===== src/rtl/left_shift_seq_pkg.sv =====
// Shared definitions for the multi-cycle left shifter/rotator: default sizes and FSM state encodings.
package left_shift_seq_pkg;

    localparam int unsigned DEF_WIDTH   = 32;
    localparam int unsigned DEF_SHAMT_W = 5;

    typedef enum logic [1:0] {
        ST_IDLE  = 2'd0,
        ST_SHIFT = 2'd1,
        ST_DONE  = 2'd2
    } state_e;

endpackage


===== src/rtl/left_shift_seq_stage.sv =====
// One binary-weighted stage: conditional left shift (zero fill) or left rotate by STEP bits.
module left_shift_seq_stage #(
    parameter int unsigned WIDTH = 32,
    parameter int unsigned STEP  = 1
) (
    input  logic [WIDTH-1:0] d,
    input  logic             en,
    input  logic             rot,
    output logic [WIDTH-1:0] q_c
);

    logic [WIDTH-1:0] shifted_c;

    // Bits leaving the MSB either wrap to the LSB end or are replaced by zeros.
    always_comb begin
        shifted_c = '0;
        if (rot) begin
            shifted_c = {d[WIDTH-STEP-1:0], d[WIDTH-1:WIDTH-STEP]};
        end else begin
            shifted_c = {d[WIDTH-STEP-1:0], {STEP{1'b0}}};
        end
    end

    assign q_c = en ? shifted_c : d;

endmodule


===== src/rtl/left_shift_seq.sv =====
// Multi-cycle logical left shifter / left rotator: one weighted stage per clock,
// fixed latency over a start/done handshake.
module left_shift_seq
    import left_shift_seq_pkg::*;
#(
    parameter int unsigned WIDTH   = DEF_WIDTH,
    parameter int unsigned SHAMT_W = DEF_SHAMT_W
) (
    input  logic               clk,
    input  logic               rst,
    input  logic               start,
    input  logic [WIDTH-1:0]   A,
    input  logic [SHAMT_W-1:0] shamt,
    input  logic               rot,
    output logic               busy,
    output logic               done,
    output logic [WIDTH-1:0]   result
);

    localparam int unsigned STAGE_W = (SHAMT_W > 1) ? $clog2(SHAMT_W) : 1;

    state_e             state;
    logic [WIDTH-1:0]   acc;
    logic [SHAMT_W-1:0] amt;
    logic               mode;
    logic [STAGE_W-1:0] stage;

    logic [WIDTH-1:0]   stage_out_c [SHAMT_W];
    logic [WIDTH-1:0]   next_acc_c;
    logic               last_stage_c;

    // All stages evaluate the current accumulator; the stage counter picks the active one.
    for (genvar i = 0; i < int'(SHAMT_W); i++) begin : g_stage
        left_shift_seq_stage #(
            .WIDTH (WIDTH),
            .STEP  (1 << i)
        ) u_stage (
            .d   (acc),
            .en  (amt[i]),
            .rot (mode),
            .q_c (stage_out_c[i])
        );
    end

    assign next_acc_c   = stage_out_c[stage];
    assign last_stage_c = (stage == STAGE_W'(SHAMT_W - 1));

    always_ff @(posedge clk or posedge rst) begin
        if (rst) begin
            state  <= ST_IDLE;
            acc    <= '0;
            amt    <= '0;
            mode   <= 1'b0;
            stage  <= '0;
            busy   <= 1'b0;
            done   <= 1'b0;
            result <= '0;
        end else begin
            done <= 1'b0;
            case (state)
                ST_IDLE, ST_DONE: begin
                    // A start in DONE is accepted exactly like one in IDLE (back-to-back).
                    if (start) begin
                        acc   <= A;
                        amt   <= shamt;
                        mode  <= rot;
                        stage <= '0;
                        busy  <= 1'b1;
                        state <= ST_SHIFT;
                    end else begin
                        state <= ST_IDLE;
                    end
                end
                ST_SHIFT: begin
                    acc <= next_acc_c;
                    if (last_stage_c) begin
                        result <= next_acc_c;
                        stage  <= '0;
                        busy   <= 1'b0;
                        done   <= 1'b1;
                        state  <= ST_DONE;
                    end else begin
                        stage <= stage + STAGE_W'(1);
                    end
                end
                default: begin
                    busy  <= 1'b0;
                    state <= ST_IDLE;
                end
            endcase
        end
    end

endmodule


===== config.mk =====
export PLATFORM = sky130hd
export DESIGN_NAME = left_shift_seq
export DESIGN_NICKNAME = d
export VERILOG_FILES = /design/src/rtl/left_shift_seq_pkg.sv /design/src/rtl/left_shift_seq_stage.sv /design/src/rtl/left_shift_seq.sv
export SDC_FILE = /design/constraint.sdc
export NUM_CORES = 1
export LEC_CHECK = 0
export ABC_AREA = 0
export CORE_MARGIN = 5
export CORE_UTILIZATION = 25
export CTS_CLUSTER_SIZE = 12
export DETAILED_ROUTE_END_ITERATION = 8
export PLACE_DENSITY_LB_ADDON = 0.08
export SLEW_MARGIN = 10
export SYNTH_ARGS = -nofsm -noshare
export SYNTH_HDL_FRONTEND = slang
export SYNTH_SLANG_ARGS = --single-unit
export TNS_END_PERCENT = 100

===== constraint.sdc =====
create_clock -name clk -period 5.5 [get_ports clk]
set_input_delay 1.375 -clock clk [delete_from_list [all_inputs] [get_ports clk]]
set_output_delay 1.375 -clock clk [all_outputs]
set_load 0.02 [all_outputs]

==> key figures <==
Critical path
  • Setup crit start kind: register
  • R2R cell count: 7
  • Flop-to-flop setup slack: 2.15 ns
  • Data arrival time of the critical path: about 3.6 ns
  • Cells along the critical path: buf_4, inv_2, ha_1, nand3_2, inv_1, nand2_1, o21ai_0
  • FF-to-FF Start: stage[1]$_DFFE_PP0P_
  • CP Max Fanout: 51
  • Crit path max-delay cell type: nand3_2
  • CP delay by family, top: buffers and inverters
  • CP Capture Type: register
  • Reg-to-Reg End: result[2]$_DFFE_PP0P_
  • Critical path class: reg -> reg
  • CP bufs+invs: 3
  • Max incr delay on CP: 0.73 ns
  • Worst Path Required: 5.76 ns

Pwr
  • P_sw: about 2.4 mW
  • Clock power frac: around 13%
  • Leak: 2.96 nW
  • Cell-internal power: 2.37 mW
  • Worst VDD drop: 0.236 mV
  • Reg power frac: roughly 29%
  • PwrDens: 659 nW/µm²
  • Sw frac: 50.1%
  • Comb pwr share: 58.6%
  • Power consumption: 4.76 mW

Hold path
  • Worst Hold Class: reg -> reg
  • Hold Startpoint: result[4]$_DFFE_PP0P_
  • Hold Path Cell Cnt: 2
  • Hold endpoint: result[4]$_DFFE_PP0P_

Synth
  • Cells after Synth: 713
  • Async S/R FF share, synth: between 90% and 100%
  • Top cells by area, synth: dfrtp_1 (31%), mux2i_1 (14%), nand2_1 (8.2%)
  • Seq/Total Area, Yosys: ~31%
  • Synthesized flop and latch total: 77
  • Synth warn: 0
  • Top FF cell, synth: dfrtp_1
  • Number of flops mapped to enable cells by yosys: 0
  • Synth Cell Area: roughly 6200 µm²
  • Number of library cell types mapped by synthesis: 46
  • Largest area contributor in the netlist: dfrtp_1
  • Avg Inst Size Synth: 8.63 µm²
  • Top cell type's share of synthesized area: 31.3%
  • Post-synthesis net count: 756

Detailed routing
  • Post-Route WL: 23300 µm
  • Metal1 wirelength: between 10000 and 15000 µm
  • Avg WL per Cell: ~22 µm
  • Initial DRC count: around 430
  • Vias per cell: 5.29
  • DR top layer: met4
  • Drt first pass iters: 5
  • Antenna-violating nets left: 0
  • DRC Markers: 0
  • Met2 WL: between 10000 and 15000 µm
  • Vias: roughly 5.5k
  • WL met3: 1310 µm

Layout
  • Area Growth Syn to Fin: 17.4%
  • Final-stage net count: between 700 and 800
  • Most frequent cells in the layout: nand2_1 (134), mux2i_1 (88), dfrtp_1 (77)
  • Antenna Cells: 0
  • Finished Core Util: 29.8%
  • Ratio of cells with drive above 1 in the final layout: 9.56%
  • Cell area after layout: 7230 µm²
  • Non-Filler Instances: 1046
  • Commonest non-fill, non-tap cell in the layout: nand2_1

Timing
  • Final min period: 3.35 ns
  • F_max: just under 300 MHz
  • Worst Tran Pin Value: between 1 and 1.5 ns
  • Slew HR: roughly a quarter
  • Setup WS post-layout: ~2.1 ns
  • Fin Setup TNS: 0 ns
  • Tightest hold margin: between 0.4 and 0.5 ns
  • Max Transition Viols Final: 0
  • Worst Skew: 0.0109 ns
  • Final setup fails: 0
  • Final hold viol count: 0
  • Fin crit share: 61.0%
  • RSZ-0062 raised after global routing: no

Placed design
  • Routability Congestion: 0.816
  • Placed inst area: 6940 µm²
  • Worst slack, placed: 2.05 ns
  • Hpwl dp: roughly 15000 µm
  • Port Buffers: 74
  • Placed insts: between 1k and 1.5k

Clock network
  • CTS sink count: 77
  • Cts-stage hold buffer count: 0
  • Clock Root Buffer: clkbuf_16
  • CTS tree: built
  • Setup Fix Bufs, Post-CTS: 0
  • CTS Buf Count: 9
  • H-tree Lvls: 3
  • Skew-Pair Late Insertion Delay: 0.36 ns
  • Longest Clk Path Bufs: 2
  • Post-CTS Resized: 0
  • Clk pin slew, worst setup/hold paths: roughly 0.070 ns

Run status
  • Status: completed

GRT
  • All-layer global routing usage: between 10% and 20%
  • Vias in the first global route: 5618
  • Largest net degree at the start of global routing: 52
  • First-pass GRT wire length: around 36000 µm
  • Initial antenna violation count: 0
  • Gr ovfl total: 0

Floorplan
  • Die area: ~28000 µm²
  • Core area: 24200 µm²
  • FP Rows: between 50 and 60
  • # IOs: between 70 and 80
  • Initial Util: 25.4%
  • Die span in x: 167 µm
  • Die Y: 167 µm

Flow run
  • Max-cap viol count: 0
==> sequential cells by signal, indices dropped and copies added, names as in the netlist <==
register	cells
acc	32
result	32
amt	5
stage	3
state	2
busy	1
done	1
mode	1
==> worst min-delay path: stages (launching register included) <==
cell and delay, ns:
dfrtp_1 0.35, nand2_1 0.04, o21ai_0 0.06
==> kinds of logic (layout without fill, tap and decap cells) <==
| kind of cell | Yosys count | count (layout) | share of synthesized area [%] |
|---|---|---|---|
| compound gates | 192 | 192 | 22.5 |
| fa+ha+maj | 2 | 2 | 0.407 |
| buf+inv | 116 | 125 | 9.03 |
| flops | 77 | 77 | 31.3 |
| mux | 115 | 115 | 21.3 |
| simple gates | 211 | 211 | 15.5 |
==> power groups by stage <==
stage          Sequential, mW  Combinational, mW  Clock [mW]
2_1_floorplan           0.995               2.34           0
4_1_cts                  1.36               2.81       0.632
6_report                 1.36               2.79       0.608
3_5_place_dp             1.37               2.80           0
3_3_place_gp             1.37               2.76           0
5_1_grt                  1.40               3.06       0.648
==> cells in the mapped netlist (13+ instances only) <==
| library cell | n |
|---|---|
| buf_2 | 43 |
| a221o_1 | 13 |
| a21oi_1 | 33 |
| dfrtp_1 | 77 |
| o21ai_0 | 45 |
| o211a_1 | 26 |
| nand3_1 | 24 |
| o221ai_1 | 14 |
| o211ai_1 | 15 |
| nand2_1 | 134 |
| clkbuf_1 | 33 |
| mux2_2 | 16 |
| inv_1 | 20 |
| nor2b_1 | 14 |
| mux2i_1 | 88 |
==> worst max-delay path by stage <==
stage	from	cells after the start	to	slack, ns
5_1_grt	stage[1]$_DFFE_PP0P_	7	result[9]$_DFFE_PP0P_	1.73
4_1_cts	stage[1]$_DFFE_PP0P_	7	result[2]$_DFFE_PP0P_	2.03
3_3_place_gp	start	6	acc[23]$_DFFE_PP0P_	2.15
3_5_place_dp	stage[1]$_DFFE_PP0P_	7	result[2]$_DFFE_PP0P_	2.05
2_1_floorplan	rst	1	acc[0]$_DFFE_PP0P_	2.16
6_report	stage[1]$_DFFE_PP0P_	7	result[2]$_DFFE_PP0P_	2.15
==> routing by layer <==
metal / vias to the layer above / global-route usage, %
li1: 2580 / -
met1: 2750 / 23.4
met2: 186 / 25.6
met3: 21 / 3.51
met4: 0 / 3.84
met5: - / 0
==> layout make-up <==
class | instances | area [µm²]
tap | 324 | 405
inverter | 22 | 83.8
clock buffer | 9 | 225
multi-input combinational | 520 | 3680
clock inverter | 7 | 62.6
timing repair buffer | 87 | 838
sequential | 77 | 1930
fill | 2590 | 17000
Power figures use the tool's default switching activity.
